### config.mk
export PLATFORM = sky130hd
export DESIGN_NAME = lr_sc_arbiter
export DESIGN_NICKNAME = d
export VERILOG_FILES = /design/src/rtl/lr_sc_arbiter.sv
export SDC_FILE = /design/constraint.sdc
export NUM_CORES = 1
export LEC_CHECK = 0
export CAP_MARGIN = 20
export CORE_ASPECT_RATIO = 1.75
export CORE_MARGIN = 5
export CORE_UTILIZATION = 40
export DETAILED_ROUTE_END_ITERATION = 8
export PLACE_DENSITY = 0.83
export SLEW_MARGIN = 25
export SYNTH_ARGS = -nofsm -noshare
export SYNTH_HDL_FRONTEND = slang
export SYNTH_SLANG_ARGS = --single-unit
### constraint.sdc
create_clock -name i_clk -period 2.2 [get_ports i_clk]
set_input_delay 0.55 -clock i_clk [delete_from_list [all_inputs] [get_ports i_clk]]
set_output_delay 0.55 -clock i_clk [all_outputs]
set_load 0.1 [all_outputs]
### src/rtl/lr_sc_arbiter.sv
// ============================================================================
// Module   : lr_sc_arbiter
// Purpose  : Round-robin arbiter for one shared memory port, sequencing LR/SC
//            atomics through an external reservation table.
// Revision : 1.0 - initial release
// ============================================================================
`default_nettype none

module lr_sc_arbiter #(
    parameter  int ADDR_WIDTH = 32,
    parameter  int DATA_WIDTH = 32,
    parameter  int N_IDS      = 2,
    localparam int IDW        = $clog2(N_IDS)
) (
    input  logic                        i_clk,
    input  logic                        i_rst,
    input  logic [N_IDS-1:0]            i_req,
    input  logic [N_IDS-1:0]            i_we,
    input  logic [N_IDS-1:0]            i_lr,
    input  logic [N_IDS-1:0]            i_sc,
    input  logic [N_IDS*ADDR_WIDTH-1:0] i_addr,
    input  logic [N_IDS*DATA_WIDTH-1:0] i_wdata,
    output logic [N_IDS-1:0]            o_ack,
    output logic [DATA_WIDTH-1:0]       o_rdata,
    output logic                        o_mem_req,
    output logic                        o_mem_we,
    output logic [ADDR_WIDTH-1:0]       o_mem_addr,
    output logic [DATA_WIDTH-1:0]       o_mem_wdata,
    input  logic                        i_mem_ack,
    input  logic [DATA_WIDTH-1:0]       i_mem_rdata,
    output logic                        o_tbl_wr_en,
    output logic                        o_tbl_set_res,
    output logic                        o_tbl_check_res,
    output logic [IDW-1:0]              o_tbl_id,
    output logic [ADDR_WIDTH-1:0]       o_tbl_addr,
    input  logic                        i_tbl_gnt
);

    typedef enum logic [1:0] {
        IDLE  = 2'd0,
        CHECK = 2'd1,
        MEM   = 2'd2,
        RESP  = 2'd3
    } state_t;

    typedef enum logic [1:0] {
        OP_LOAD  = 2'd0,
        OP_STORE = 2'd1,
        OP_LR    = 2'd2,
        OP_SC    = 2'd3
    } op_t;

    state_t                  state, state_nxt;
    op_t                     op_q, gnt_op;
    logic [IDW-1:0]          last_grant, id_q, gnt_id, cand;
    logic                    any_req;
    logic [ADDR_WIDTH-1:0]   addr_q;
    logic [DATA_WIDTH-1:0]   wdata_q, resp_data;
    logic                    op_is_write;

    // Rotating priority: scan starts just past the most recent winner.
    always_comb begin
        any_req = 1'b0;
        gnt_id  = '0;
        cand    = '0;
        for (int i = 1; i <= N_IDS; i++) begin
            cand = IDW'((int'(last_grant) + i) % N_IDS);
            if (!any_req && i_req[cand]) begin
                any_req = 1'b1;
                gnt_id  = cand;
            end
        end
    end

    always_comb begin
        gnt_op = OP_LOAD;
        if (i_sc[gnt_id])      gnt_op = OP_SC;
        else if (i_lr[gnt_id]) gnt_op = OP_LR;
        else if (i_we[gnt_id]) gnt_op = OP_STORE;
    end

    assign op_is_write = (op_q == OP_STORE) || (op_q == OP_SC);

    always_ff @(posedge i_clk or negedge i_rst) begin
        if (!i_rst) state <= IDLE;
        else        state <= state_nxt;
    end

    always_comb begin
        state_nxt = IDLE;
        case (state)
            IDLE:    state_nxt = !any_req ? IDLE : ((gnt_op == OP_SC) ? CHECK : MEM);
            CHECK:   state_nxt = i_tbl_gnt ? MEM : RESP;
            MEM:     state_nxt = i_mem_ack ? RESP : MEM;
            default: state_nxt = IDLE;
        endcase
    end

    always_ff @(posedge i_clk or negedge i_rst) begin
        if (!i_rst) begin
            last_grant <= IDW'(N_IDS - 1);
            id_q       <= '0;
            op_q       <= OP_LOAD;
            addr_q     <= '0;
            wdata_q    <= '0;
            resp_data  <= '0;
        end else begin
            case (state)
                IDLE: begin
                    if (any_req) begin
                        id_q    <= gnt_id;
                        op_q    <= gnt_op;
                        addr_q  <= i_addr[gnt_id*ADDR_WIDTH +: ADDR_WIDTH];
                        wdata_q <= i_wdata[gnt_id*DATA_WIDTH +: DATA_WIDTH];
                    end
                end
                CHECK: begin
                    // A lost reservation completes with result 1 and no memory access.
                    if (!i_tbl_gnt) resp_data <= DATA_WIDTH'(1);
                end
                MEM: begin
                    if (i_mem_ack) resp_data <= op_is_write ? '0 : i_mem_rdata;
                end
                default: begin
                    last_grant <= id_q;
                end
            endcase
        end
    end

    always_comb begin
        o_ack           = '0;
        o_rdata         = '0;
        o_mem_req       = 1'b0;
        o_mem_we        = 1'b0;
        o_mem_addr      = '0;
        o_mem_wdata     = '0;
        o_tbl_wr_en     = 1'b0;
        o_tbl_set_res   = 1'b0;
        o_tbl_check_res = 1'b0;
        o_tbl_id        = '0;
        o_tbl_addr      = '0;
        case (state)
            CHECK: begin
                o_tbl_check_res = 1'b1;
                o_tbl_id        = id_q;
                o_tbl_addr      = addr_q;
            end
            MEM: begin
                o_mem_req   = 1'b1;
                o_mem_we    = op_is_write;
                o_mem_addr  = addr_q;
                o_mem_wdata = wdata_q;
                if (i_mem_ack) begin
                    // Any write kills every hart's reservation on this address.
                    if (op_is_write) begin
                        o_tbl_wr_en = 1'b1;
                        o_tbl_addr  = addr_q;
                    end else if (op_q == OP_LR) begin
                        o_tbl_set_res = 1'b1;
                        o_tbl_id      = id_q;
                        o_tbl_addr    = addr_q;
                    end
                end
            end
            RESP: begin
                o_ack[id_q] = 1'b1;
                o_rdata     = resp_data;
            end
            default: ;
        endcase
    end

endmodule

`default_nettype wire

======== Word level (Yosys, flattened, before mapping) ========
Cells that the tools add are included.
storage, ports and cells
  flip-flop bits (word level) ............. 102
  bits of input ports ..................... 172
  output and inout port bits .............. 136
  word-level logic and storage cells ...... 84
operators by class
  add/sub/neg operators ................... 2
  magnitude comparators ................... 5
  eq/ne operators ......................... 9
  shift operators ......................... 2
  mux-type cells .......................... 50
  reduce and logical (&&, ||, !) cells .... 9
operators with widths
  kind                 count
  $mux 32              9
  $pmux 32 s2          2
  $shiftx 64x7->32     2
  $mux 1               31
  $eq 2x2->1 const B   5
  $mux 2               5
  $lt 1x2->1 const B   4
  $pmux 2 s3           1
  $eq 2x1->1 const B   2
  $ne 2x2->1 const B   2
  $reduce_and 3->1     1
  $reduce_or 3->1      1
  $add 1x1->1 const B  2
  $logic_and 1x1->1    2
  $logic_not 2->1      1
  $pmux 1 s2           1
  $reduce_and 2->1     1
  $reduce_bool 2->1    1
  $demux 1 s1          1
  $ge 1x1->1 const B   1
  $logic_not 1->1      1
  $logic_or 1x1->1     1

======== Longest topological paths before layout ========
Gate-level depths: netlist of run 1.
  depth after elaboration ................. 16
  mapped depth ............................ 8
  depth with buffers taken out ............ 5

======== Least setup slack after synthesis of run 1 ========
No wires, ideal clock.
  path type ............................... flip-flop to output port
  start ................................... register state[0]
  end ..................................... output port o_tbl_id
  arrival ................................. 3299 ps
  required time ........................... 1650 ps
  slack ................................... -1649 ps
  cell stages (with the launch flop) ...... 7
  cell sequence ........................... dfrtp_1 > inv_1 > ha_1 > buf_6 > and2b_1 > and3_1 > o211a_1
on the way
  longest elaborated chain between the ends .. 2
  elaborated cells on any way between the ends .. 3
RTL lines
  element                                   RTL line  text
  from (decl)                               53        state_t state, state_nxt;
  from (signal assigned)                    86        else state <= state_nxt;
  $eq 2x2->1 or $eq 2x1->1 (tied branches)  143       case (state)
  $pmux 1 s2 (*)                            143
  to (decl)                                 34        output logic [IDW-1:0] o_tbl_id,
Every way passes the cells marked *; elsewhere a longest branch is shown, timed or not.

======== Worst setup path after layout of run 1 ========
  start ................................... register state[1]
  end ..................................... output port o_tbl_addr[26]
on the way
  longest elaborated chain between the ends .. 2
  elaborated cells on any way between the ends .. 3
RTL lines
  element                                   RTL line  text
  $eq 2x2->1 or $eq 2x1->1 (tied branches)  143
  $pmux 32 s2 (*)                           143
  to (decl)                                 35        output logic [ADDR_WIDTH-1:0] o_tbl_addr,
Marks and branches as above.

==> results of run 1 <==
-- layout by cell type, fill, tap and decap left out, types with 11 or more instances in the layout --
cell	netlist	final
and2_1	130	11
dfrtp_1	101	101
o21ai_1	65	64
mux2i_1	96	96
clkdlybuf4s50_1	0	169
and2_4	0	75
buf_4	5	18
inv_1	36	33
buf_12	0	148
and2_2	0	44
nand2_1	95	95
-- power groups by stage --
stage                     clock network, W  registers [W]  logic (W)
after CTS                          0.00165        0.00336     0.0136
after detailed placement                 0        0.00339     0.0131
final                              0.00162        0.00336     0.0135
after floorplan                          0        0.00316    0.00869
after global placement                   0        0.00335     0.0129
after global routing               0.00174        0.00347     0.0140
-- metal layers --
metal / part of all wire / up-vias / GRT usage
met4: 0.048 / 2 / 0.119
met3: 0.053 / 57 / 0.0448
li1: - / 2566 / -
met2: 0.56 / 217 / 0.468
met5: 0.00052 / - / 0
met1: 0.34 / 2614 / 0.260
-- stage by stage --
step	power [W]	hold slack [ns]	util
3_5_place_dp	0.0165	0.463	0.755
3_3_place_gp	0.0162	0.458	0.755
4_1_cts	0.0186	0.0965	0.788
6_report	0.0185	0.0973	0.788
5_1_grt	0.0192	0.103	0.788
2_1_floorplan	0.0119	0.254	-
-- worst min path at each step --
stage	endpoint	from	slack, ns	cells after the start
global route	addr_q[20]$_DFFE_PN0P_	i_rst	0.10	1
detailed placement	addr_q[20]$_DFFE_PN0P_	i_rst	0.46	1
CTS	addr_q[20]$_DFFE_PN0P_	i_rst	0.1	1
global placement	addr_q[20]$_DFFE_PN0P_	i_rst	0.46	1
floorplan	addr_q[0]$_DFFE_PN0P_	i_rst	0.25	0
finish	addr_q[20]$_DFFE_PN0P_	i_rst	0.1	1
-- repair_timing --
item / CTS / global route
resized for setup: 13 / 4
hold buffers: 0 / 0
buffers inserted: 6 / 1
endpoints found under the hold margin: 0 / 0
pin swaps: 2 / 0
cloned: 3 / 0
setup endpoints to repair: 121 / 134
-- cell type report --
type | count | area share
Clock buffer | 9 | 0.0201
Clock inverter | 7 | 0.00648
Inverter | 36 | 0.0121
Multi-Input combinational cell | 419 | 0.275
Sequential cell | 102 | 0.228
Tap cell | 180 | 0.0201
Timing Repair Buffer | 343 | 0.439
-- registers in the layout (all words and copies together) (netlist names) --
name	count
resp_data	32
last_grant	1
state	2
addr_q	32
id_q	1
op_q	2
wdata_q	32
-- Yosys cell counts (2+ instances only) --
library cell  number  area [sq um]
a21oi_1            2          10.0
and2_1           130           813
and3_1             2          12.5
buf_1              3          11.3
buf_2              3          15.0
buf_4              5          37.5
buf_6              2          22.5
buf_8              6          90.1
clkbuf_1          22          82.6
clkbuf_8           2          27.5
dfrtp_1          101          2530
ha_1               4          50.1
inv_1             36           135
mux2_2             2          22.5
mux2i_1           96           961
nand2_1           95           357
nand2b_1           2          12.5
nor2b_1            3          18.8
o21ai_1           65           325
-- logic make-up after synthesis --
group                    count (synthesis)  synth area share
AO/OA/AOI/OAI                           79            0.0782
buffers and inverters                   79            0.0736
adder cells (fa/ha/maj)                  4           0.00874
multiplexers                            99             0.174
flip-flops                             102             0.446
AND/OR/NAND/NOR                        237             0.219
==> impl_metrics.toml, run 1 <==
[global_routing]
antenna_found_initial = 1
grt_max_degree = 87
track_usage = 0.249
grt_overflow = 0
grt_pass1_vias = 5961
grt_pass1_wl_um = 32500

[sta]
max-slew-margin-rel = 0.730
finalWorstSetupSlack_ns = -0.293
finClkSkew_ns = 0.00751
setup-violations-final = 103
slew_viol_final = 0
rsz0062_at_grt = "yes"
max_freq_mhz = 401
min_period_over_period = 1.13
tns_ns = -16.07
worst_pin_slew_ns = 0.404
period_needed_ns = 2.49
finalHoldViolations = 0

[route]
drt_iter0_drc = 144
dr.pass1.iters = 4
vias = 5456
wl_per_cell_um = 19.4
wl_um = 21200
drc = 0
antenna_left = 0
viasPerCell = 4.98

[worst_setup_path]
crit_family = "buffers and inverters"
crit_path_end_kind = "output pin"
cp_data_arrival_time_ns = 1.94
worst-path-max-fanout = 16
r2r-end = "resp_data[10]$_DFFE_PN0P_"
crit_cells = 8
reg2reg_depth = 9
slowest_stage = "dfrtp_1"
path_buf_inv = 4
worstSetupPathType = "reg2out"
worstSetupStartpointType = "flip-flop"
cp_cell_sequence = "buf_4 -> ha_4 -> o211ai_1 -> a21oi_4 -> buf_4 -> buf_12 -> and2_4 -> buf_12"
crit_end = "o_tbl_addr[26]"
worstSetupStartpoint = "state[1]$_DFF_PN0_"
cp.required_ns = 1.65
reg2reg_slack_ns = 0.26
r2r_start = "state[1]$_DFF_PN0_"
slowest_delay_ns = 0.37

[cells_and_area]
multi_input_area_sq_mm = 0.00308
num-nets-final = 1087
final_area_sq_mm = 0.0112
n_fill_cell = 855
drive_gt1_frac = 0.357
stdcell_count = 1096
areaGrowthSynthToFinish_pct = 95.6
regArea_sq_mm = 0.00255
diodes = 0

[clock_network]
clkTransAtPathRegs_ns = 0.07
cts.sinks = 102
htree_levels = 3
cts_buffers = 9
cts-root-buf = "clkbuf_16"
cts_tree = "yes"
clock_latency_ns = 0.34
clockBufferDepth = 2

[pwr]
p_seq_frac = 0.182
p_per_area_mw_per_mm2 = 1650
p_sw_frac = 0.517
p_leak_nw = 4.94
clockPowerShare = 0.088
combPwrFrac = 0.730
p_int_w = 0.00891
peakVddDrop_uv = 1280
power_switching_w = 0.00955

[synth]
async_flop_share = 1.00
synthesis.area_sq_mm = 0.00573
ys_types = 38
syn_inst = 600
avgSynthCellArea_sq_um = 9.55
yosysSeqAreaShare = 0.446
ys_ff_latch = 102
synthFlopType = "dfrtp_1"
synth.net_count = 776
ys_warn_count = 0
synth_edf_count = 0

[placed_design]
dp_hpwl_um = 16600
placed_area_sq_mm = 0.0107
place_ws_ns = -0.287
port_buffers = 307
gp_congestion = 0.863
dpl.cell_count = 1072

[status]
violations = "setup timing"
outcome = "complete, but fails checks"

[floorplanning]
rows = 58
die_x_um = 100
start_util = 0.403
design.core.area_sq_mm = 0.0142
ios = 308
dieHeight_um = 168
fp.dieArea_sq_mm = 0.0169

[flow_run]
cap_violations = 0

[hold_path]
holdCritPathClass = "in2async"
No activity file was read; power rests on OpenSTA's default activity.
==> run 2, diff against run 1 <==
--- a/config.mk
+++ b/config.mk
@@ -5,12 +5,13 @@
 export SDC_FILE = /design/constraint.sdc
 export NUM_CORES = 1
 export LEC_CHECK = 0
+export ABC_AREA = 1
 export CAP_MARGIN = 20
 export CORE_ASPECT_RATIO = 1.75
 export CORE_MARGIN = 5
-export CORE_UTILIZATION = 40
+export CORE_UTILIZATION = 39
 export DETAILED_ROUTE_END_ITERATION = 8
-export PLACE_DENSITY = 0.83
+export PLACE_DENSITY = 0.82
 export SLEW_MARGIN = 25
 export SYNTH_ARGS = -nofsm -noshare
 export SYNTH_HDL_FRONTEND = slang
==> run 2 against run 1 <==
Via count increased by 24%. The run still ends with setup timing left. Critical path depth increased by 1. Register-to-register slack got worse by 0.05 ns. Fmax increased by 1.8%. Synthesized cell count increased by 37%. Cell count increased by 19%. Design area increased by 6.4%. Clock skew increased by 0.0023 ns. Critical path type unchanged. Count of clock-buffer cells in the layout increased by 2.
==> impl_metrics.toml, run 2 <==
[worst_setup_path]
cp_data_arrival_time_ns = 1.90
cp.required_ns = 1.65
path_common_cell = "buf_12"
worstSetupStartpointType = "flip-flop"
slowest_stage = "dfrtp_1"
worstSetupPathType = "reg2out"
reg2reg_depth = 10
cp_cell_sequence = "inv_2 -> ha_4 -> nand2_4 -> a21oi_4 -> o21ai_4 -> buf_12 -> buf_16 -> nor2_4 -> buf_12"
r2r-end = "resp_data[2]$_DFFE_PN0P_"
worst-path-max-fanout = 5
r2r_start = "state[0]$_DFF_PN0_"
reg2reg_slack_ns = 0.21
crit_path_end_kind = "output pin"
slowest_delay_ns = 0.40

[synth]
synth_top_cell_area_share = 0.453
synth.area.top_cells = "dfrtp_1, nand2_1, inv_1"
ys_ff_latch = 102
syn_inst = 820
async_flop_share = 1.00
synth.net_count = 996
yosysMostFrequentCell = "nand2_1"
ys_types = 21
synthesis.area_sq_mm = 0.00558
yosysSeqAreaShare = 0.458
yosys-top-cells-count = "nand2_1, inv_1, dfrtp_1, nor2_1, o21ai_1"
synthFlopType = "dfrtp_1"
synth_edf_count = 0
ys_warn_count = 0
yosysTopAreaCell = "dfrtp_1"
avgSynthCellArea_sq_um = 6.80

[sta]
finalWorstSetupSlack_ns = -0.250
worst_pin_slew_ns = 0.441
finClkSkew_ns = 0.00985
rsz0062_at_grt = "yes"
finalHoldViolations = 0
max_freq_mhz = 408
max-slew-margin-rel = 0.706
period_needed_ns = 2.45
holdWs_ns = 0.143
setup-violations-final = 131
slew_viol_final = 0
tns_ns = -15.90
min_period_over_period = 1.11

[route]
wl_um = 25300
top_layer_used = "met4"
drt_iter0_drc = 350
viasPerCell = 5.16
wl_met3_um = 1780
antenna_left = 0
wl_met1_um = 7850
vias = 6752
wl_per_cell_um = 19.3
dr.pass1.iters = 7
wl_met2_um = 13700
drc = 0

[floorplanning]
design.core.area_sq_mm = 0.0140
ios = 308
fp.dieArea_sq_mm = 0.0169
die_x_um = 100
start_util = 0.399
rows = 57
dieHeight_um = 168

[cells_and_area]
layout_commonest_cell = "nand2_1"
reg.largest.list = "addr_q: 32 flops, resp_data: 32 flops, wdata_q: 32 flops"
multi_input_area_sq_mm = 0.00293
num-nets-final = 1304
mostFrequentLayoutCells = "nand2_1, clkdlybuf4s50_1, buf_12"
diodes = 0
drive_gt1_frac = 0.351
areaGrowthSynthToFinish_pct = 114
regArea_sq_mm = 0.00256
n_fill_cell = 721

[pwr]
peakVddDrop_uv = 952
p_leak_nw = 5.04
p_per_area_mw_per_mm2 = 1710

[status]
violations = "setup timing"
outcome = "complete, but fails checks"

[clock_network]
clkTransAtPathRegs_ns = 0.07
postCtsHoldBufs = 0
cts_buffers = 9
cts_tree = "yes"
clock_latency_ns = 0.35
clockBufferDepth = 2
cts-root-buf = "clkbuf_16"
cts.sinks = 102
htree_levels = 3

[global_routing]
grt_max_degree = 69
antenna_found_initial = 0
track_usage = 0.287
grt_pass1_vias = 7136
grt_overflow = 0
grt_pass1_wl_um = 37300

[flow_run]
cap_violations = 0

[placed_design]
place_ws_ns = -0.304
port_buffers = 307
gp_congestion = 0.885
dp_hpwl_um = 18200

[hold_path]
holdCritPathClass = "in2async"
[run 2: cell types whose count changed in the layout (fill, tap and decap cells not counted), moves of 5 or more]
cell and delta:
clkinvlp_4 +92, inv_1 +5, nand2_2 +19, nand2_1 +94
inv_2 +6, o21ai_1 +26, and2_2 -44, and2_1 -11
and2_4 -75, mux2i_1 -96, nor2_4 +35, o21ai_0 +71
nand2_4 +34, nor2_1 +67
[run 2: timing repair]
action | 4_1_cts | 5_1_grt
pin swaps | 6 | 5
gates resized for setup | 73 | 47
endpoints found under the setup margin | 131 | 134
cloned | 3 | 3
setup buffers | 10 | 2
endpoints found under the hold margin | 0 | 0
[run 2: through the flow]
stage | power (W) | cell area (sq um) | util | instances
after floorplan | 0.0125 | 6300 | - | 820
after global placement | 0.0171 | 11000 | 0.784 | 1277
after detailed placement | 0.0174 | 11000 | 0.784 | 1277
after CTS | 0.0199 | 11700 | 0.835 | 1305
after global routing | 0.0212 | 11900 | 0.853 | 1309
final | 0.0203 | 11900 | 0.853 | 1309
[run 2: layout make-up]
type                       count  area share
tap                          177      0.0186
clock buffer                  11      0.0212
timing repair buffer         347       0.421
multi-input combinational    526       0.245
sequential                   102       0.214
clock inverter                 4     0.00462
inverter                     142      0.0744
[run 2: where the power goes]
part / internal (W) / leakage, nW / total, W / switching, W
Sequential: 0.00279 / 1.28 / 0.00362 / 0.000832
Clock: 0.000945 / 0.148 / 0.00165 / 0.000709
Combinational: 0.00518 / 3.61 / 0.0151 / 0.00989
[run 2: logic make-up (layout without fill, tap and decap cells)]
logic type / count (synthesis) / count (layout) / synth area share
DFF: 102 / 102 / 0.458
buffers and inverters: 192 / 504 / 0.139
and+or+nand+nor: 350 / 350 / 0.239
adders and majority gates: 4 / 4 / 0.00898
AOI/OAI and AO/OA: 172 / 172 / 0.155
[run 2: worst max-delay path by stage]
stage / start / to / slack (ns) / cells after the start
after global placement: i_mem_ack / o_tbl_addr[30] / -0.28 / 7
after detailed placement: i_mem_ack / o_tbl_addr[30] / -0.30 / 7
final: state[0]$_DFF_PN0_ / o_tbl_addr[12] / -0.25 / 9
after global routing: state[0]$_DFF_PN0_ / o_tbl_addr[12] / -0.31 / 9
after CTS: state[0]$_DFF_PN0_ / o_tbl_addr[3] / -0.20 / 9
after floorplan: state[0]$_DFF_PN0_ / o_tbl_addr[30] / -0.41 / 6
[run 2: metal layers]
layer,vias up,track usage
met5,-,0
met4,0,0.170
met3,102,0.0725
met2,337,0.535
met1,3223,0.274
li1,3090,-
[run 2: critical path: cells and delay by family, from the launching register on]
family	cells	cell delay, ns
compound gates	2	0.21
simple gates	2	0.20
flops	1	0.40
buf+inv	4	0.59
fa+ha+maj	1	0.15
==> run 3, diff against run 2 <==
--- a/config.mk
+++ b/config.mk
@@ -16,3 +16,4 @@
 export SYNTH_ARGS = -nofsm -noshare
 export SYNTH_HDL_FRONTEND = slang
 export SYNTH_SLANG_ARGS = --single-unit
+export TNS_END_PERCENT = 100
==> results of run 3 <==
Same layout as run 2: the final DEF is identical, and so are final timing and power.
